### src/rtl/dds_voice_sequencer_pkg.sv
// Shared types and width helpers for the DDS voice sequencer.
package dds_seq_pkg;

  // Frame sequencing states.
  typedef enum logic [1:0] {
    ST_IDLE  = 2'd0,
    ST_ISSUE = 2'd1,
    ST_DRAIN = 2'd2,
    ST_DONE  = 2'd3
  } seq_state_e;

  // Width of a voice index.
  function automatic int vidx_w(input int voices);
    return $clog2(voices);
  endfunction

  // Mix width: one extra bit per doubling of the voice count, so a full
  // frame of extreme samples can never overflow.
  function automatic int mix_w(input int sine_w, input int voices);
    return sine_w + $clog2(voices);
  endfunction

endpackage

### src/rtl/dds_voice_sequencer_if.sv
// Bus between the DDS voice sequencer and its neighbours: note front end
// (tick/config), shared sine table (request/response) and mix consumer.
interface dds_voice_sequencer_if #(
  parameter int VOICES  = 8,
  parameter int PHASE_W = 32,
  parameter int SINE_W  = 32
);
  import dds_seq_pkg::*;

  localparam int VIDX_W = vidx_w(VOICES);
  localparam int MIX_W  = mix_w(SINE_W, VOICES);

  logic                TICK;
  logic                CFG_WE;
  logic [VIDX_W-1:0]   CFG_VOICE;
  logic [PHASE_W-1:0]  CFG_ADDER;
  logic                CFG_GATE;
  logic                CFG_PHASE_CLR;
  logic [PHASE_W-1:0]  DDS;
  logic                DDS_VALID;
  logic [SINE_W-1:0]   SINE_IN;
  logic [MIX_W-1:0]    MIX_OUT;
  logic                MIX_VALID;
  logic                BUSY;
  logic                OVERRUN;

  // Environment side: strobes, config and table data in; requests and mix out.
  modport master (
    output TICK, CFG_WE, CFG_VOICE, CFG_ADDER, CFG_GATE, CFG_PHASE_CLR, SINE_IN,
    input  DDS, DDS_VALID, MIX_OUT, MIX_VALID, BUSY, OVERRUN
  );

  // Sequencer side.
  modport slave (
    input  TICK, CFG_WE, CFG_VOICE, CFG_ADDER, CFG_GATE, CFG_PHASE_CLR, SINE_IN,
    output DDS, DDS_VALID, MIX_OUT, MIX_VALID, BUSY, OVERRUN
  );

endinterface

### src/rtl/dds_voice_sequencer_phase_bank.sv
// Per-voice phase / adder / gate register file. One config write port and
// one read-and-advance port; the read is combinational from the current
// registers, so a same-cycle config write never affects the voice being read.
module dds_phase_bank
  import dds_seq_pkg::*;
#(
  parameter  int VOICES  = 8,
  parameter  int PHASE_W = 32,
  localparam int VIDX_W  = vidx_w(VOICES)
) (
  input  logic               clk,
  input  logic               rst_n,
  input  logic               cfg_we_i,
  input  logic [VIDX_W-1:0]  cfg_voice_i,
  input  logic [PHASE_W-1:0] cfg_adder_i,
  input  logic               cfg_gate_i,
  input  logic               cfg_phase_clr_i,
  input  logic               adv_i,
  input  logic [VIDX_W-1:0]  rd_idx_i,
  output logic [PHASE_W-1:0] rd_phase_o,
  output logic               rd_gate_o
);

  logic [VOICES-1:0][PHASE_W-1:0] phase_q, phase_d;
  logic [VOICES-1:0][PHASE_W-1:0] adder_q, adder_d;
  logic [VOICES-1:0]              gate_q,  gate_d;

  assign rd_phase_o = phase_q[rd_idx_i];
  assign rd_gate_o  = gate_q[rd_idx_i];

  // Next state: advance the read voice if sounding, then apply any config
  // write on top (a phase clear wins over the advance).
  always_comb begin
    phase_d = phase_q;
    adder_d = adder_q;
    gate_d  = gate_q;
    if (adv_i && gate_q[rd_idx_i]) begin
      phase_d[rd_idx_i] = phase_q[rd_idx_i] + adder_q[rd_idx_i];
    end
    if (cfg_we_i) begin
      adder_d[cfg_voice_i] = cfg_adder_i;
      gate_d[cfg_voice_i]  = cfg_gate_i;
      if (cfg_phase_clr_i) begin
        phase_d[cfg_voice_i] = '0;
      end
    end
  end

  // Register file update.
  always_ff @(posedge clk or negedge rst_n) begin
    if (!rst_n) begin
      phase_q <= '0;
      adder_q <= '0;
      gate_q  <= '0;
    end else begin
      phase_q <= phase_d;
      adder_q <= adder_d;
      gate_q  <= gate_d;
    end
  end

endmodule

### src/rtl/dds_voice_sequencer.sv
// Time-multiplexes one shared sine-table lookup across VOICES voices. A TICK
// starts a frame: one voice phase is issued per cycle, the returned samples
// of sounding voices are summed, and one mix is emitted per frame.
module dds_voice_sequencer
  import dds_seq_pkg::*;
#(
  parameter int VOICES    = 8,
  parameter int PHASE_W   = 32,
  parameter int SINE_W    = 32,
  parameter int TABLE_LAT = 1
) (
  input logic                  CLK,
  input logic                  RESET,
  dds_voice_sequencer_if.slave bus
);

  localparam int VIDX_W = vidx_w(VOICES);
  localparam int MIX_W  = mix_w(SINE_W, VOICES);
  localparam int EXT_W  = MIX_W - SINE_W;

  seq_state_e              state_q;
  logic [VIDX_W-1:0]       idx_q;
  logic [PHASE_W-1:0]      dds_q;
  logic                    dds_vld_q;
  // Tag pipeline: stage 0 lines up with DDS_VALID, stage TABLE_LAT with the
  // matching SINE_IN.
  logic [TABLE_LAT:0]      tag_vld_q;
  logic [TABLE_LAT:0]      tag_gate_q;
  logic signed [MIX_W-1:0] acc_q, acc_d;
  logic signed [MIX_W-1:0] mix_q;
  logic signed [MIX_W-1:0] sine_ext;
  logic                    mix_vld_q;
  logic                    busy_q;
  logic                    ovr_q;
  logic                    issue;
  logic                    in_flight;
  logic [PHASE_W-1:0]      rd_phase;
  logic                    rd_gate;

  assign issue = (state_q == ST_ISSUE);

  dds_phase_bank #(
    .VOICES  (VOICES),
    .PHASE_W (PHASE_W)
  ) u_bank (
    .clk             (CLK),
    .rst_n           (RESET),
    .cfg_we_i        (bus.CFG_WE),
    .cfg_voice_i     (bus.CFG_VOICE),
    .cfg_adder_i     (bus.CFG_ADDER),
    .cfg_gate_i      (bus.CFG_GATE),
    .cfg_phase_clr_i (bus.CFG_PHASE_CLR),
    .adv_i           (issue),
    .rd_idx_i        (idx_q),
    .rd_phase_o      (rd_phase),
    .rd_gate_o       (rd_gate)
  );

  assign sine_ext = $signed({{EXT_W{bus.SINE_IN[SINE_W-1]}}, bus.SINE_IN});

  // Accumulate the sample landing this cycle if its voice was sounding.
  always_comb begin
    acc_d = acc_q;
    if (tag_vld_q[TABLE_LAT] && tag_gate_q[TABLE_LAT]) begin
      acc_d = acc_q + sine_ext;
    end
  end

  // Requests still more than one cycle away from their sample; once none
  // remain, the next cycle is the last landing and can close the frame.
  always_comb begin
    in_flight = 1'b0;
    for (int k = 0; k < TABLE_LAT - 1; k++) begin
      in_flight = in_flight | tag_vld_q[k];
    end
  end

  // Frame FSM with registered outputs, tag pipeline and accumulator.
  always_ff @(posedge CLK or negedge RESET) begin
    if (!RESET) begin
      state_q    <= ST_IDLE;
      idx_q      <= '0;
      dds_q      <= '0;
      dds_vld_q  <= 1'b0;
      tag_vld_q  <= '0;
      tag_gate_q <= '0;
      acc_q      <= '0;
      mix_q      <= '0;
      mix_vld_q  <= 1'b0;
      busy_q     <= 1'b0;
      ovr_q      <= 1'b0;
    end else begin
      dds_vld_q  <= 1'b0;
      mix_vld_q  <= 1'b0;
      ovr_q      <= bus.TICK && (state_q != ST_IDLE);
      tag_vld_q  <= {tag_vld_q[TABLE_LAT-1:0], 1'b0};
      tag_gate_q <= {tag_gate_q[TABLE_LAT-1:0], 1'b0};
      acc_q      <= acc_d;
      unique case (state_q)
        ST_IDLE: begin
          if (bus.TICK) begin
            state_q <= ST_ISSUE;
            idx_q   <= '0;
            acc_q   <= '0;
            busy_q  <= 1'b1;
          end
        end
        ST_ISSUE: begin
          dds_q      <= rd_phase;
          dds_vld_q  <= 1'b1;
          tag_vld_q  <= {tag_vld_q[TABLE_LAT-1:0], 1'b1};
          tag_gate_q <= {tag_gate_q[TABLE_LAT-1:0], rd_gate};
          if (idx_q == VIDX_W'(VOICES - 1)) begin
            state_q <= ST_DRAIN;
          end else begin
            idx_q <= idx_q + VIDX_W'(1);
          end
        end
        ST_DRAIN: begin
          if (!in_flight) begin
            state_q <= ST_DONE;
          end
        end
        ST_DONE: begin
          mix_q     <= acc_d;
          mix_vld_q <= 1'b1;
          busy_q    <= 1'b0;
          state_q   <= ST_IDLE;
        end
        default: state_q <= ST_IDLE;
      endcase
    end
  end

  assign bus.DDS       = dds_q;
  assign bus.DDS_VALID = dds_vld_q;
  assign bus.MIX_OUT   = mix_q;
  assign bus.MIX_VALID = mix_vld_q;
  assign bus.BUSY      = busy_q;
  assign bus.OVERRUN   = ovr_q;

endmodule

### src/flat_wrapper.sv
// flat-port wrapper written by rule: the top's interface ports become plain ports
module dds_voice_sequencer_flat import dds_seq_pkg::*;
#(
  parameter int VOICES    = 8,
  parameter int PHASE_W   = 32,
  parameter int SINE_W    = 32,
  parameter int TABLE_LAT = 1
)
  (CLK, RESET, bus_TICK, bus_CFG_WE, bus_CFG_VOICE, bus_CFG_ADDER, bus_CFG_GATE, bus_CFG_PHASE_CLR, bus_SINE_IN, bus_DDS, bus_DDS_VALID, bus_MIX_OUT, bus_MIX_VALID, bus_BUSY, bus_OVERRUN);
  dds_voice_sequencer_if #(.VOICES(VOICES), .PHASE_W(PHASE_W), .SINE_W(SINE_W)) bus_i ();
  input logic CLK;
  input logic RESET;
  input wire logic [$bits(bus_i.TICK)-1:0] bus_TICK;
  input wire logic [$bits(bus_i.CFG_WE)-1:0] bus_CFG_WE;
  input wire logic [$bits(bus_i.CFG_VOICE)-1:0] bus_CFG_VOICE;
  input wire logic [$bits(bus_i.CFG_ADDER)-1:0] bus_CFG_ADDER;
  input wire logic [$bits(bus_i.CFG_GATE)-1:0] bus_CFG_GATE;
  input wire logic [$bits(bus_i.CFG_PHASE_CLR)-1:0] bus_CFG_PHASE_CLR;
  input wire logic [$bits(bus_i.SINE_IN)-1:0] bus_SINE_IN;
  output wire logic [$bits(bus_i.DDS)-1:0] bus_DDS;
  output wire logic [$bits(bus_i.DDS_VALID)-1:0] bus_DDS_VALID;
  output wire logic [$bits(bus_i.MIX_OUT)-1:0] bus_MIX_OUT;
  output wire logic [$bits(bus_i.MIX_VALID)-1:0] bus_MIX_VALID;
  output wire logic [$bits(bus_i.BUSY)-1:0] bus_BUSY;
  output wire logic [$bits(bus_i.OVERRUN)-1:0] bus_OVERRUN;
  assign bus_i.TICK = bus_TICK;
  assign bus_i.CFG_WE = bus_CFG_WE;
  assign bus_i.CFG_VOICE = bus_CFG_VOICE;
  assign bus_i.CFG_ADDER = bus_CFG_ADDER;
  assign bus_i.CFG_GATE = bus_CFG_GATE;
  assign bus_i.CFG_PHASE_CLR = bus_CFG_PHASE_CLR;
  assign bus_i.SINE_IN = bus_SINE_IN;
  assign bus_DDS = bus_i.DDS;
  assign bus_DDS_VALID = bus_i.DDS_VALID;
  assign bus_MIX_OUT = bus_i.MIX_OUT;
  assign bus_MIX_VALID = bus_i.MIX_VALID;
  assign bus_BUSY = bus_i.BUSY;
  assign bus_OVERRUN = bus_i.OVERRUN;
  dds_voice_sequencer #(.VOICES(VOICES), .PHASE_W(PHASE_W), .SINE_W(SINE_W), .TABLE_LAT(TABLE_LAT)) u_core (.CLK(CLK), .RESET(RESET), .bus(bus_i));
endmodule
### config.mk
export PLATFORM = sky130hd
export DESIGN_NAME = dds_voice_sequencer_flat
export DESIGN_NICKNAME = d
export VERILOG_FILES = /design/src/rtl/dds_voice_sequencer_pkg.sv /design/src/rtl/dds_voice_sequencer_if.sv /design/src/rtl/dds_voice_sequencer_phase_bank.sv /design/src/rtl/dds_voice_sequencer.sv /design/src/flat_wrapper.sv
export SDC_FILE = /design/constraint.sdc
export NUM_CORES = 1
export LEC_CHECK = 0
export CAP_MARGIN = 10
export CORE_UTILIZATION = 50
export DETAILED_ROUTE_END_ITERATION = 12
export PLACE_DENSITY = 0.71
export REMOVE_ABC_BUFFERS = 1
export SETUP_SLACK_MARGIN = 0.2
export SYNTH_ARGS = -nofsm -noshare
export SYNTH_HDL_FRONTEND = slang
export SYNTH_SLANG_ARGS = --single-unit
### constraint.sdc
create_clock -name CLK -period 4.65 [get_ports CLK]
set_input_delay 0.465 -clock CLK [delete_from_list [all_inputs] [get_ports CLK]]
set_output_delay 0.465 -clock CLK [all_outputs]
set_load 0.01 [all_outputs]
==> flow_metrics.tcl, run 1 <==
set metrics [dict create \
    status "completed" \
    power_switching_mw 12.0 \
    switching_share_pct 41.7 \
    synthCells 3045 \
    routed_wl_mm 103 \
    postRouteAntennaNets 0 \
    fmax_ghz 0.223 \
    use_met1_pct 42.7 \
    clockPowerShare_pct 21.0 \
    maxCapViolCount 0 \
    hpwl_mm 64.3 \
    grt_pass1_vias 26900 \
    final_cell_mix "631 x dfrtp_1, 351 x nand2_1, 308 x a21oi_1" \
    die_w_um 252 \
    antenna_found_initial 1 \
    required_ns 5.18 \
    finalHoldViolCount 0 \
    cp.arrival_ns 5.01 \
    initial_core_util_pct 50.6 \
    wire_per_inst_um 25.1 \
    cpMaxStageDelayCell "dfrtp_2" \
    drtIter0Drc 3096 \
    placed_area_sq_mm 0.0343 \
    end_kind "register" \
    clock_skew_ns 0.0260 \
    pwr-share-comb_pct 49.7 \
    dr_total_vias 26600 \
    vias_per_cell 6.45 \
    finalCritPeriodShare_pct 96.4 \
    synth_edf_count 0 \
    use_met2_pct 50.7 \
    timing.rr.start "u_core.idx_q[2]" \
    design_area_sq_mm 0.0372 \
    relSlewSlack_pct 23.2 \
    grt_max_degree 118 \
    clk_pin_slew_ns 0.06 \
    ys_seq_area_share_pct 50.9 \
    fp-row-count 91 \
    yosysWarnings 0 \
    p_int_mw 16.8 \
    cts_tree "done" \
    max_stage_delay_ns 0.45 \
    core-area_sq_mm 0.0616 \
    drc 0 \
    setup_viol 0 \
    final_common_cell "dfrtp_1" \
    dp_slack_ns -0.148 \
    nNetsFinal 3379 \
    drive_gt1_share_pct 20.7 \
    gp_congestion 0.951 \
    area_growth_pct 19.5 \
    critical_path.max_fanout 13 \
    crit_chain "nor3b_4, buf_6, buf_6, buf_4, a22oi_1, nand4_1, ha_1, o21ai_0, o21ai_0, a21o_1, a211oi_4, o21a_2, buf_4, o211ai_1, nand2_2, mux2_4, a21oi_1" \
    async_flop_share_pct 100 \
    pwr-share-seq_pct 29.3 \
    cellPowerDensity_mw_per_mm2 775 \
    clock_sinks 634 \
    critPathLaunch "u_core.idx_q[2]" \
    synth.distinct_cells 62 \
    grt-ovfl-total 0 \
    synth.cell_area_sq_mm 0.0311 \
    rsz0062_at_grt "yes" \
    crit_type "register to register" \
    port_buffers 143 \
    ir_drop_mv 0.461 \
    use_met3_pct 6.25 \
    grt_pass1_wl_mm 158 \
    min-delay-start "u_core.tag_gate_q[0]" \
    ioPinCount 144 \
    synth_seq_cells 634 \
    syn_area_per_cell_sq_um 10.2 \
    p_leak_nw 16.4 \
    grtUsageTotal_pct 32.5 \
    crit_path_start_kind "register" \
    slew_violations 0 \
    worst_pin_slew_ns 1.15 \
    antenna_cells 0 \
    fin_crit_ns 4.48 \
    hp-class "register to register" \
    dr.pass1.iters 8 \
    synth_ff_type "dfrtp_1" \
    dieArea_sq_mm 0.0633 \
    fin_util_pct 60.4 \
    top_usage_layer "met2" \
    layout_setup_ws_ns 0.169 \
    clockBufferDepth 3 \
    insertion_delay_ns 0.62 \
    cts_root_buffer "clkbuf_16" \
    die_y_um 252 \
    numCtsBuffers 73 \
    cts_max_level 3 \
]
routing by layer:
metal,wire length [um],part of all wire [%],vias to the layer above
met5,12,0.012,-
met4,5750,5.6,2
met3,9810,9.5,388
met2,47100,46,1567
met1,40700,39,13300
li1,-,-,11400
cells by family after synthesis:
family	count (synthesis)	synth area share [%]
DFF	634	50.9
AOI/OAI and AO/OA	780	16.2
xor gates and xnor gates	50	1.41
adders and majority gates	73	2.98
buffers and inverters	247	3.08
and+or+nand+nor	924	13.0
muxes	337	12.3
metrics by stage:
stage	std cells	hold slack [ns]	power (mW)	setup TNS, ns
finish	4125	0.350	28.9	0
global route	4125	0.354	30.3	0
CTS	4110	0.352	28.1	0
detailed placement	3975	0.337	21.8	-1.66
global placement	3975	0.334	21.4	-0.00582
floorplan	2828	0.169	16.4	-674.26
worst paths after layout:
kind                       depth (start not counted)                    endpoint  slack, ns
max in group asynchronous                          3   u_core.u_bank.adder_q[85]       2.86
max                                               17  u_core.u_bank.phase_q[189]       0.17
min in group asynchronous                          2         u_core.tag_vld_q[1]       0.55
min reg2reg                                        0        u_core.tag_gate_q[1]       0.35
max reg2reg                                       17  u_core.u_bank.phase_q[189]       0.17
min                                                0        u_core.tag_gate_q[1]       0.35
final cells by class:
cell class                 instances  area, sq um
inverter                          30          113
tap                              837         1050
timing repair buffer             328         3000
clock inverter                    24          352
clock buffer                     106         2180
multi-input combinational       2166        14700
fill                            4969        24400
sequential                       634        15900
timing repair:
action / in CTS / in global routing
cloned: 1 / 1
pin swaps: 6 / 33
hold endpoints to repair: 91 / 0
resized for setup: 14 / 41
setup buffers: 3 / 14
hold buffers: 1 / 0
endpoints found under the setup margin: 101 / 105
synth_stat cells, types with 30 or more instances:
| cell | count | area (sq um) |
|---|---|---|
| nor3_1 | 72 | 360 |
| ha_1 | 71 | 888 |
| nor2_1 | 282 | 1060 |
| dfrtp_1 | 634 | 15900 |
| a22oi_1 | 180 | 1350 |
| nand4_1 | 37 | 231 |
| nand3_1 | 73 | 365 |
| a21oi_1 | 310 | 1550 |
| a211oi_1 | 30 | 225 |
| mux2_2 | 314 | 3540 |
| a21o_1 | 44 | 330 |
| clkbuf_1 | 178 | 668 |
| inv_1 | 30 | 113 |
| o21ai_0 | 59 | 295 |
| a22o_1 | 30 | 263 |
| nand2_1 | 352 | 1320 |
critical path: cells and delay by family (launching register included):
family | cells | cell delay [ns]
AND/OR/NAND/NOR | 3 | 0.67
AO/OA/AOI/OAI | 8 | 1.84
buffers and inverters | 4 | 0.65
multiplexers | 1 | 0.36
adder cells (fa/ha/maj) | 1 | 0.41
flip-flops | 1 | 0.45
power groups by stage:
stage	registers, mW	logic [mW]	clock network, mW
finish	8.46	14.4	6.05
global route	8.62	15.3	6.34
CTS	8.41	13.6	6.12
detailed placement	8.48	13.3	0
global placement	8.39	13.0	0
floorplan	8.32	8.05	0
state kept, by name (all words and copies together) (netlist names), 3 cells and up:
signal / flops
u_core.bus.DDS: 32
u_core.acc_q: 35
u_core.u_bank.gate_q: 8
u_core.bus.MIX_OUT: 35
u_core.u_bank.adder_q: 256
u_core.idx_q: 3
u_core.u_bank.phase_q: 256
(Power assumes the default switching activity.)
==> run 2, diff against run 1 <==
- CTS_CLUSTER_DIAMETER: not set -> 30
==> flow_metrics.tcl, run 2 (same netlist as run 1, synthesis figures left out) <==
set metrics [dict create \
    ioPinCount 144 \
    n_fill_cell 4718 \
    antenna_found_initial 1 \
    setup_viol 0 \
    hp-class "register to register" \
    design_area_sq_mm 0.0395 \
    numCtsBuffers 138 \
    crit_type "register to register" \
    ir_drop_mv 0.499 \
    clock_sinks 634 \
    cp.arrival_ns 5.08 \
    use_met1_pct 42.1 \
    max_stage_delay_ns 0.50 \
    gp_congestion 0.951 \
    grt_pass1_wl_mm 162 \
    path_buf_inv 3 \
    crit_chain "buf_4, nor3b_4, buf_6, buf_12, a22o_1, a221o_1, nand3b_1, ha_1, a21o_1, a311o_1, a21o_1, a211oi_4, o21a_2, o21ai_4, o41a_1, or3_1, a31oi_1" \
    fmax_ghz 0.224 \
    final_cell_mix "631 x dfrtp_1, 351 x nand2_1, 314 x mux2_2" \
    hpwl_mm 64.3 \
    use_met3_pct 8.23 \
    insertion_delay_ns 0.74 \
    reg_top3 "u_core.u_bank.adder_q (256), u_core.u_bank.phase_q (256)" \
    fp-row-count 91 \
    use_met2_pct 52.3 \
    relSlewSlack_pct 25.8 \
    critical_path.max_fanout 6 \
    cts_max_level 4 \
    grt_pass1_vias 27800 \
    clk_pin_slew_ns 0.05 \
    dr_total_vias 27200 \
    cts_root_buffer "clkbuf_16" \
    multi_input_area_sq_mm 0.0146 \
    core-area_sq_mm 0.0616 \
    fin_crit_ns 4.46 \
    crit_path_start_kind "register" \
    vias_per_cell 6.40 \
    clock_skew_ns 0.0354 \
    port_buffers 143 \
    rsz0062_at_grt "yes" \
    dieArea_sq_mm 0.0633 \
    end_kind "register" \
    finalHoldViolCount 0 \
    p_leak_nw 17.4 \
    placed_cells 3975 \
    status "completed" \
    maxCapViolCount 0 \
    crit_top_cell "a21o_1" \
    die_y_um 252 \
    top_usage_layer "met2" \
    final_common_cell "dfrtp_1" \
    worst_pin_slew_ns 1.11 \
    finalCritPeriodShare_pct 95.8 \
    layoutNonFillerInstCount 4252 \
    area_growth_pct 26.8 \
    clockBufferDepth 3 \
    crit_family "compound AO/OA/AOI/OAI gates" \
    placed_area_sq_mm 0.0343 \
    cts_tree "done" \
    antenna_cells 0 \
    cellPowerDensity_mw_per_mm2 829 \
    slew_violations 0 \
    dr.pass1.iters 6 \
    grt-ovfl-total 0 \
    cpMaxStageDelayCell "o41a_1" \
    die_w_um 252 \
    required_ns 5.27 \
    initial_core_util_pct 50.6 \
    drc 0 \
    layout.area.seq_sq_mm 0.0159 \
    postRouteAntennaNets 0 \
    drive_gt1_share_pct 23.5 \
    nNetsFinal 3451 \
    drtIter0Drc 2879 \
    grt_max_degree 118 \
    wire_per_inst_um 24.9 \
    grtUsageTotal_pct 33.5 \
    routed_wl_mm 106 \
]
## run 2: what timing repair did
| action | 4_1_cts | 5_1_grt |
|---|---|---|
| resized for setup | 12 | 42 |
| setup buffers | 4 | 19 |
| cloned | 1 | 2 |
| hold buffers | 1 | 0 |
| endpoints found under the setup margin | 99 | 109 |
| pin swaps | 4 | 38 |
| endpoints found under the hold margin | 91 | 0 |
## run 2: routing by layer
metal | vias up | part of all wire [%]
li1 | 11600 | -
met1 | 13500 | 38
met2 | 1720 | 46
met3 | 427 | 10
met4 | 2 | 5.6
met5 | - | 0.012
## run 2: path summary, 6_finish.rpt
path,slack (ns),from,cells after the start,to
hold / removal,0.34,u_core.tag_gate_q[0],0,u_core.tag_gate_q[1]
min in group asynchronous,0.42,RESET,2,u_core.u_bank.adder_q[62]
setup / recovery,0.19,u_core.idx_q[1],17,u_core.u_bank.phase_q[223]
max in group asynchronous,2.98,RESET,3,u_core.u_bank.adder_q[29]
hold reg to reg,0.34,u_core.tag_gate_q[0],0,u_core.tag_gate_q[1]
setup reg to reg,0.19,u_core.idx_q[1],17,u_core.u_bank.phase_q[223]
## run 2: area by class of cell
cell class / instances / share of cell area (%)
Clock inverter: 75 / 2.52
Inverter: 30 / 0.285
Clock buffer: 175 / 9.53
Multi-Input combinational cell: 2166 / 37.1
Sequential cell: 634 / 40.2
Timing Repair Buffer: 335 / 7.75
Tap cell: 837 / 2.65
## run 2: through the flow
stage	hold slack, ns	setup slack [ns]	power, mW	util (%)	TNS, ns
2_1_floorplan	0.169	-3.31	16.4	-	-674.26
3_3_place_gp	0.334	-0.00315	21.4	55.6	-0.00582
3_5_place_dp	0.337	-0.148	21.8	55.6	-1.66
4_1_cts	0.346	0.219	31.9	63.5	0
5_1_grt	0.344	0.127	34.2	64.1	0
6_report	0.342	0.193	32.7	64.1	0
## run 2: power by group
group / switching (mW) / internal (mW) / total (mW) / leakage [nW]
Combinational: 8.65 / 5.78 / 14.4 / 7.13
Clock: 3.32 / 6.50 / 9.82 / 2.29
Sequential: 1.11 / 7.38 / 8.48 / 7.97
Total: 13.1 / 19.7 / 32.7 / 17.4
